**src/rtl/wb_sched_if.sv**
```systemverilog
// wb_sched_if: bundles the execute, RAM and register-bank signals of the write-back scheduler.
//   alu_valid/alu_rd/alu_result/alu_ready : ALU result handshake
//   ld_req/ld_rd/ld_ready                 : load issue handshake
//   ram_valid/ram_data                    : RAM read return
//   wb_sel/wb_en/wb_addr/wb_data          : register bank write port
//   err                                   : sticky error flag
// master: environment side (execute, RAM, register bank); slave: the scheduler.
interface wb_sched_if #(
    parameter int unsigned ADDR_W = 4,
    parameter int unsigned DATA_W = 32
);
    logic              alu_valid;
    logic [ADDR_W-1:0] alu_rd;
    logic [DATA_W-1:0] alu_result;
    logic              alu_ready;
    logic              ld_req;
    logic [ADDR_W-1:0] ld_rd;
    logic              ld_ready;
    logic              ram_valid;
    logic [DATA_W-1:0] ram_data;
    logic              wb_sel;
    logic              wb_en;
    logic [ADDR_W-1:0] wb_addr;
    logic [DATA_W-1:0] wb_data;
    logic              err;

    modport master (
        output alu_valid, alu_rd, alu_result, ld_req, ld_rd, ram_valid, ram_data,
        input  alu_ready, ld_ready, wb_sel, wb_en, wb_addr, wb_data, err
    );

    modport slave (
        input  alu_valid, alu_rd, alu_result, ld_req, ld_rd, ram_valid, ram_data,
        output alu_ready, ld_ready, wb_sel, wb_en, wb_addr, wb_data, err
    );
endinterface

```
**src/rtl/wb_sched.sv**
```systemverilog
// wb_sched: write-back scheduler for the register bank's single write port.
// Tracks one outstanding load, arbitrates the write port between RAM returns and ALU results
// (RAM first), stalls ALU writes that collide with the pending load's destination, and flags
// spurious RAM returns and load timeouts on a sticky err.
//   clk : system clock, rising edge
//   rst : asynchronous active-high reset
//   bus : wb_sched_if slave modport (ALU, load, RAM and write-port signals)
// All outputs are registered except alu_ready.
module wb_sched #(
    parameter int unsigned ADDR_W  = 4,
    parameter int unsigned DATA_W  = 32,
    parameter int unsigned TIMEOUT = 16
) (
    input logic        clk,
    input logic        rst,
    wb_sched_if.slave  bus
);
    localparam int unsigned TIMER_W = (TIMEOUT > 2) ? $clog2(TIMEOUT) : 1;
    localparam logic [TIMER_W-1:0] TIMER_LAST = TIMER_W'(TIMEOUT - 1);

    typedef enum logic {StIdle, StLdWait} state_t;

    state_t              state_q, state_d;
    logic [ADDR_W-1:0]   pend_rd_q, pend_rd_d;
    logic [TIMER_W-1:0]  timer_q, timer_d;
    logic                err_q, err_d;
    logic                wb_en_q, wb_en_d;
    logic                wb_sel_q, wb_sel_d;
    logic [ADDR_W-1:0]   wb_addr_q, wb_addr_d;
    logic [DATA_W-1:0]   wb_data_q, wb_data_d;
    logic                alu_ready;

    // RAM return owns the port; a WAW against the pending load waits for its write-back.
    assign alu_ready = !((state_q == StLdWait) && bus.ram_valid) &&
                       !((state_q == StLdWait) && (bus.alu_rd == pend_rd_q));

    always_comb begin
        state_d   = state_q;
        pend_rd_d = pend_rd_q;
        timer_d   = timer_q;
        err_d     = err_q;
        wb_en_d   = 1'b0;
        wb_sel_d  = wb_sel_q;
        wb_addr_d = wb_addr_q;
        wb_data_d = wb_data_q;

        // alu_ready is low whenever the RAM path writes, so the two never collide.
        if (bus.alu_valid && alu_ready) begin
            wb_en_d   = 1'b1;
            wb_sel_d  = 1'b0;
            wb_addr_d = bus.alu_rd;
            wb_data_d = bus.alu_result;
        end

        unique case (state_q)
            StIdle: begin
                if (bus.ram_valid) begin
                    err_d = 1'b1;
                end
                if (bus.ld_req) begin
                    state_d   = StLdWait;
                    pend_rd_d = bus.ld_rd;
                    timer_d   = '0;
                end
            end
            StLdWait: begin
                if (bus.ram_valid) begin
                    state_d   = StIdle;
                    wb_en_d   = 1'b1;
                    wb_sel_d  = 1'b1;
                    wb_addr_d = pend_rd_q;
                    wb_data_d = bus.ram_data;
                end else if (timer_q == TIMER_LAST) begin
                    // Abort: drop the load, any later return counts as spurious.
                    state_d = StIdle;
                    err_d   = 1'b1;
                end else begin
                    timer_d = timer_q + 1'b1;
                end
            end
            default: state_d = StIdle;
        endcase
    end

    always_ff @(posedge clk or posedge rst) begin
        if (rst) begin
            state_q   <= StIdle;
            pend_rd_q <= '0;
            timer_q   <= '0;
            err_q     <= 1'b0;
            wb_en_q   <= 1'b0;
            wb_sel_q  <= 1'b0;
            wb_addr_q <= '0;
            wb_data_q <= '0;
        end else begin
            state_q   <= state_d;
            pend_rd_q <= pend_rd_d;
            timer_q   <= timer_d;
            err_q     <= err_d;
            wb_en_q   <= wb_en_d;
            wb_sel_q  <= wb_sel_d;
            wb_addr_q <= wb_addr_d;
            wb_data_q <= wb_data_d;
        end
    end

    assign bus.alu_ready = alu_ready;
    assign bus.ld_ready  = (state_q == StIdle);
    assign bus.wb_en     = wb_en_q;
    assign bus.wb_sel    = wb_sel_q;
    assign bus.wb_addr   = wb_addr_q;
    assign bus.wb_data   = wb_data_q;
    assign bus.err       = err_q;
endmodule

```
**src/flat_wrapper.sv**
```systemverilog
// flat-port wrapper written by rule: the top's interface ports become plain ports
module wb_sched_flat 
#(
    parameter int unsigned ADDR_W  = 4,
    parameter int unsigned DATA_W  = 32,
    parameter int unsigned TIMEOUT = 16
)
  (clk, rst, bus_alu_valid, bus_alu_rd, bus_alu_result, bus_ld_req, bus_ld_rd, bus_ram_valid, bus_ram_data, bus_alu_ready, bus_ld_ready, bus_wb_sel, bus_wb_en, bus_wb_addr, bus_wb_data, bus_err);
  wb_sched_if #(.ADDR_W(ADDR_W), .DATA_W(DATA_W)) bus_i ();
  input logic clk;
  input logic rst;
  input wire logic [$bits(bus_i.alu_valid)-1:0] bus_alu_valid;
  input wire logic [$bits(bus_i.alu_rd)-1:0] bus_alu_rd;
  input wire logic [$bits(bus_i.alu_result)-1:0] bus_alu_result;
  input wire logic [$bits(bus_i.ld_req)-1:0] bus_ld_req;
  input wire logic [$bits(bus_i.ld_rd)-1:0] bus_ld_rd;
  input wire logic [$bits(bus_i.ram_valid)-1:0] bus_ram_valid;
  input wire logic [$bits(bus_i.ram_data)-1:0] bus_ram_data;
  output wire logic [$bits(bus_i.alu_ready)-1:0] bus_alu_ready;
  output wire logic [$bits(bus_i.ld_ready)-1:0] bus_ld_ready;
  output wire logic [$bits(bus_i.wb_sel)-1:0] bus_wb_sel;
  output wire logic [$bits(bus_i.wb_en)-1:0] bus_wb_en;
  output wire logic [$bits(bus_i.wb_addr)-1:0] bus_wb_addr;
  output wire logic [$bits(bus_i.wb_data)-1:0] bus_wb_data;
  output wire logic [$bits(bus_i.err)-1:0] bus_err;
  assign bus_i.alu_valid = bus_alu_valid;
  assign bus_i.alu_rd = bus_alu_rd;
  assign bus_i.alu_result = bus_alu_result;
  assign bus_i.ld_req = bus_ld_req;
  assign bus_i.ld_rd = bus_ld_rd;
  assign bus_i.ram_valid = bus_ram_valid;
  assign bus_i.ram_data = bus_ram_data;
  assign bus_alu_ready = bus_i.alu_ready;
  assign bus_ld_ready = bus_i.ld_ready;
  assign bus_wb_sel = bus_i.wb_sel;
  assign bus_wb_en = bus_i.wb_en;
  assign bus_wb_addr = bus_i.wb_addr;
  assign bus_wb_data = bus_i.wb_data;
  assign bus_err = bus_i.err;
  wb_sched #(.ADDR_W(ADDR_W), .DATA_W(DATA_W), .TIMEOUT(TIMEOUT)) u_core (.clk(clk), .rst(rst), .bus(bus_i));
endmodule
```
**config.mk**
```make
export PLATFORM = sky130hd
export DESIGN_NAME = wb_sched_flat
export DESIGN_NICKNAME = d
export VERILOG_FILES = /design/src/rtl/wb_sched_if.sv /design/src/rtl/wb_sched.sv /design/src/flat_wrapper.sv
export SDC_FILE = /design/constraint.sdc
export NUM_CORES = 1
export LEC_CHECK = 0
export CAP_MARGIN = 20
export CELL_PAD_IN_SITES_DETAIL_PLACEMENT = 1
export CELL_PAD_IN_SITES_GLOBAL_PLACEMENT = 2
export CORE_ASPECT_RATIO = 1.75
export CORE_UTILIZATION = 25
export CTS_CLUSTER_SIZE = 10
export DETAILED_ROUTE_END_ITERATION = 7
export HOLD_SLACK_MARGIN = 0.03
export PLACE_DENSITY = 0.85
export SLEW_MARGIN = 25
export SYNTH_ARGS = -nofsm -noshare
export SYNTH_HDL_FRONTEND = slang
export SYNTH_SLANG_ARGS = --single-unit
export TNS_END_PERCENT = 5
```
**constraint.sdc**
```tcl
create_clock -name clk -period 5.2 [get_ports clk]
set_clock_uncertainty 0.2 [all_clocks]
set_input_delay 1.3 -clock clk [delete_from_list [all_inputs] [get_ports clk]]
set_output_delay 1.3 -clock clk [all_outputs]
set_load 0.02 [all_outputs]
```
==> impl_metrics.json <==
{
  "outcome": "finished, final reports clean",
  "grt_pass1_wl_mm": 14.6,
  "avgViaCountPerCell": 4.99,
  "ys_warn_count": 0,
  "setup_viol": 0,
  "fillers": 1111,
  "drive_above_1_share_pct": 5.05,
  "antenna_found_initial": 0,
  "hold_buffers": 0,
  "initial_core_util_pct": 26.0,
  "drcViolationCount": 0,
  "cts_setup_buffers": 0,
  "cts_resized": 0,
  "rsz0062_at_grt": "false",
  "grt_max_degree": 49,
  "port_buffers": 117,
  "syn_nets": 343,
  "final_core_util_pct": 40.7,
  "hold_ws_ns": 0.286,
  "hold_path_class": "reg2reg",
  "startpoint_type": "input port",
  "ys_seq_area_share_pct": 48.2,
  "async_flop_share_pct": 100,
  "cp.arrival_ns": 3.03,
  "clkTransAtPathRegs_ns": 0.07,
  "synthTopCellsByCount": "nand2_1, dfrtp_1, o21ai_0",
  "cts_buffer_depth": 2,
  "wl_mm": 9.07,
  "fin_setup_tns_ns": 0,
  "cap_violations": 0,
  "slew_headroom_pct": 47.0,
  "place_hpwl_mm": 6.41,
  "post_drt_wl_per_cell_um": 18.2,
  "worstSetupPathType": "in2out",
  "finalHoldViolations": 0,
  "std_cell_rows": 47,
  "syn_inst": 265,
  "crit_path_max_fanout": 2,
  "reg2reg_slack_ns": 2.81,
  "synth_top_area_share_pct": 48.2,
  "first_global_vias": 2676,
  "synth_edf_count": 0,
  "ys_types": 28,
  "firstDrtPassIters": 4,
  "clock-sinks": 48,
  "drtAntennaViolNets": 0,
  "required_ns": 3.70,
  "root_buffer": "clkbuf_16",
  "leakagePower_nw": 1.57,
  "p_per_area_mw_per_mm2": 336,
  "die_x_um": 77.5,
  "core_region_area_mm2": 0.00959,
  "synth_seq_cells": 48,
  "gp_congestion": 0.770,
  "period_share_pct": 87.1,
  "ir_drop_mv": 0.140,
  "synth_most_common_cell": "nand2_1",
  "synth_area_leaders": "dfrtp_1, o221a_1, nand2_1",
  "grt_overflow": 0,
  "syn_avg_cell_area_um2": 9.41,
  "grtUsageTotal_pct": 18.4,
  "drt_iter0_drc": 131,
  "diodes": 0,
  "cts_inserted_buffers": 5,
  "syn_to_final_growth_pct": 56.6,
  "critPathCaptureType": "primary output",
  "fmax_mhz": 221,
  "die_h_um": 134,
  "tightest_slew_ns": 0.793,
  "synthesis.area_mm2": 0.00249,
  "ys.flop_type": "dfrtp_1",
  "dieArea_mm2": 0.0104,
  "fin_crit_ns": 4.53,
  "synth_top_area_cell": "dfrtp_1",
  "timing.final.max_slew_violations": 0,
  "pin_count": 118,
  "clk_latency_ns": 0.29,
  "tritoncts": "yes",
  "cts_max_level": 2,
  "via_count": 2483,
  "final_net_count": 453
}
## sequential cells by signal (all words and copies together) (netlist names)
| register | count |
|---|---|
| u_core.bus.err | 1 |
| u_core.state_q | 1 |
| u_core.bus.wb_en | 1 |
| u_core.pend_rd_q | 4 |
| u_core.bus.wb_data | 32 |
| u_core.bus.wb_addr | 4 |
| u_core.timer_q | 4 |
| u_core.bus.wb_sel | 1 |
## per-stage QoR
stage | total power [mW] | setup slack, ns | cell area, µm² | cells
after floorplan | 0.743 | 1.77 | 2490 | 265
after global placement | 0.972 | 0.647 | 3750 | 490
after detailed placement | 0.986 | 0.683 | 3750 | 490
after CTS | 1.33 | 0.663 | 3900 | 498
after global routing | 1.39 | 0.573 | 3900 | 498
final | 1.31 | 0.671 | 3900 | 498
## critical path, cell delays in order
cell	delay, ns
clkdlybuf4s50_1	0.47
xnor2_2	0.18
a41oi_1	0.31
nand2b_1	0.15
clkdlybuf4s50_1	0.61
## logic make-up (layout without fill, tap and decap cells)
group                      Yosys count  in the layout  synth area share (%)
AOI/OAI and AO/OA                   79             79                  25.3
xor gates and xnor gates             7              7                  3.36
adders and majority gates            1              1                 0.502
buffers and inverters               21            132                  4.42
DFF                                 48             48                  48.2
muxes                                1              1                 0.402
and+or+nand+nor                    108            108                  17.8
## layer usage
layer / vias up / wire length, µm / track usage, %
li1: 1166 / - / -
met1: 1231 / 3650 / 21.6
met2: 69 / 4840 / 32.9
met3: 17 / 309 / 2.59
met4: 0 / 272 / 8.18
met5: - / 0 / 0
## power by group
part,switching (mW),internal (mW),leakage (nW)
combinational,0.231,0.240,0.932
clock,0.144,0.190,0.0766
sequential,0.0609,0.444,0.566
total,0.436,0.874,1.57
## placed cells by master, fill, tap and decap left out, drive strengths merged
cell type	n
a21o	1
a21oi	2
a311oi	1
a41oi	1
and2	1
and3	1
buf	5
clkbuf	6
clkdlybuf4s50	117
clkinv	2
dfrtp	48
ha	1
inv	2
mux2i	1
nand2	88
nand2b	3
nand3	7
nor2	3
nor2b	3
nor4	1
o21ai	38
o221a	35
o31ai	1
or3	1
xnor2	4
xor2	3
## layout make-up
type                    instances  area (µm²)  area share (%)
repair buffers                122        1210            31.0
clock buffers                   6         139            3.56
flip-flops and latches         48        1200            30.8
multi-input cells             196        1180            30.3
well taps                     122         153            3.91
clock inverters                 2        10.0           0.256
inverters                       2        10.0           0.256
## path summary, 6_finish.rpt
check	startpoint	end	cells after the start
setup / recovery	bus_alu_rd[3]	bus_alu_ready	5
hold / removal	u_core.bus.wb_sel	u_core.bus.wb_sel	1
setup reg to reg	u_core.pend_rd_q[3]	u_core.bus.wb_data[21]	5
hold reg to reg	u_core.bus.wb_sel	u_core.bus.wb_sel	1
max in group asynchronous	rst	u_core.bus.wb_data[2]	2
min in group asynchronous	rst	u_core.bus.wb_data[16]	2
No activity file was read; power rests on OpenSTA's default activity.
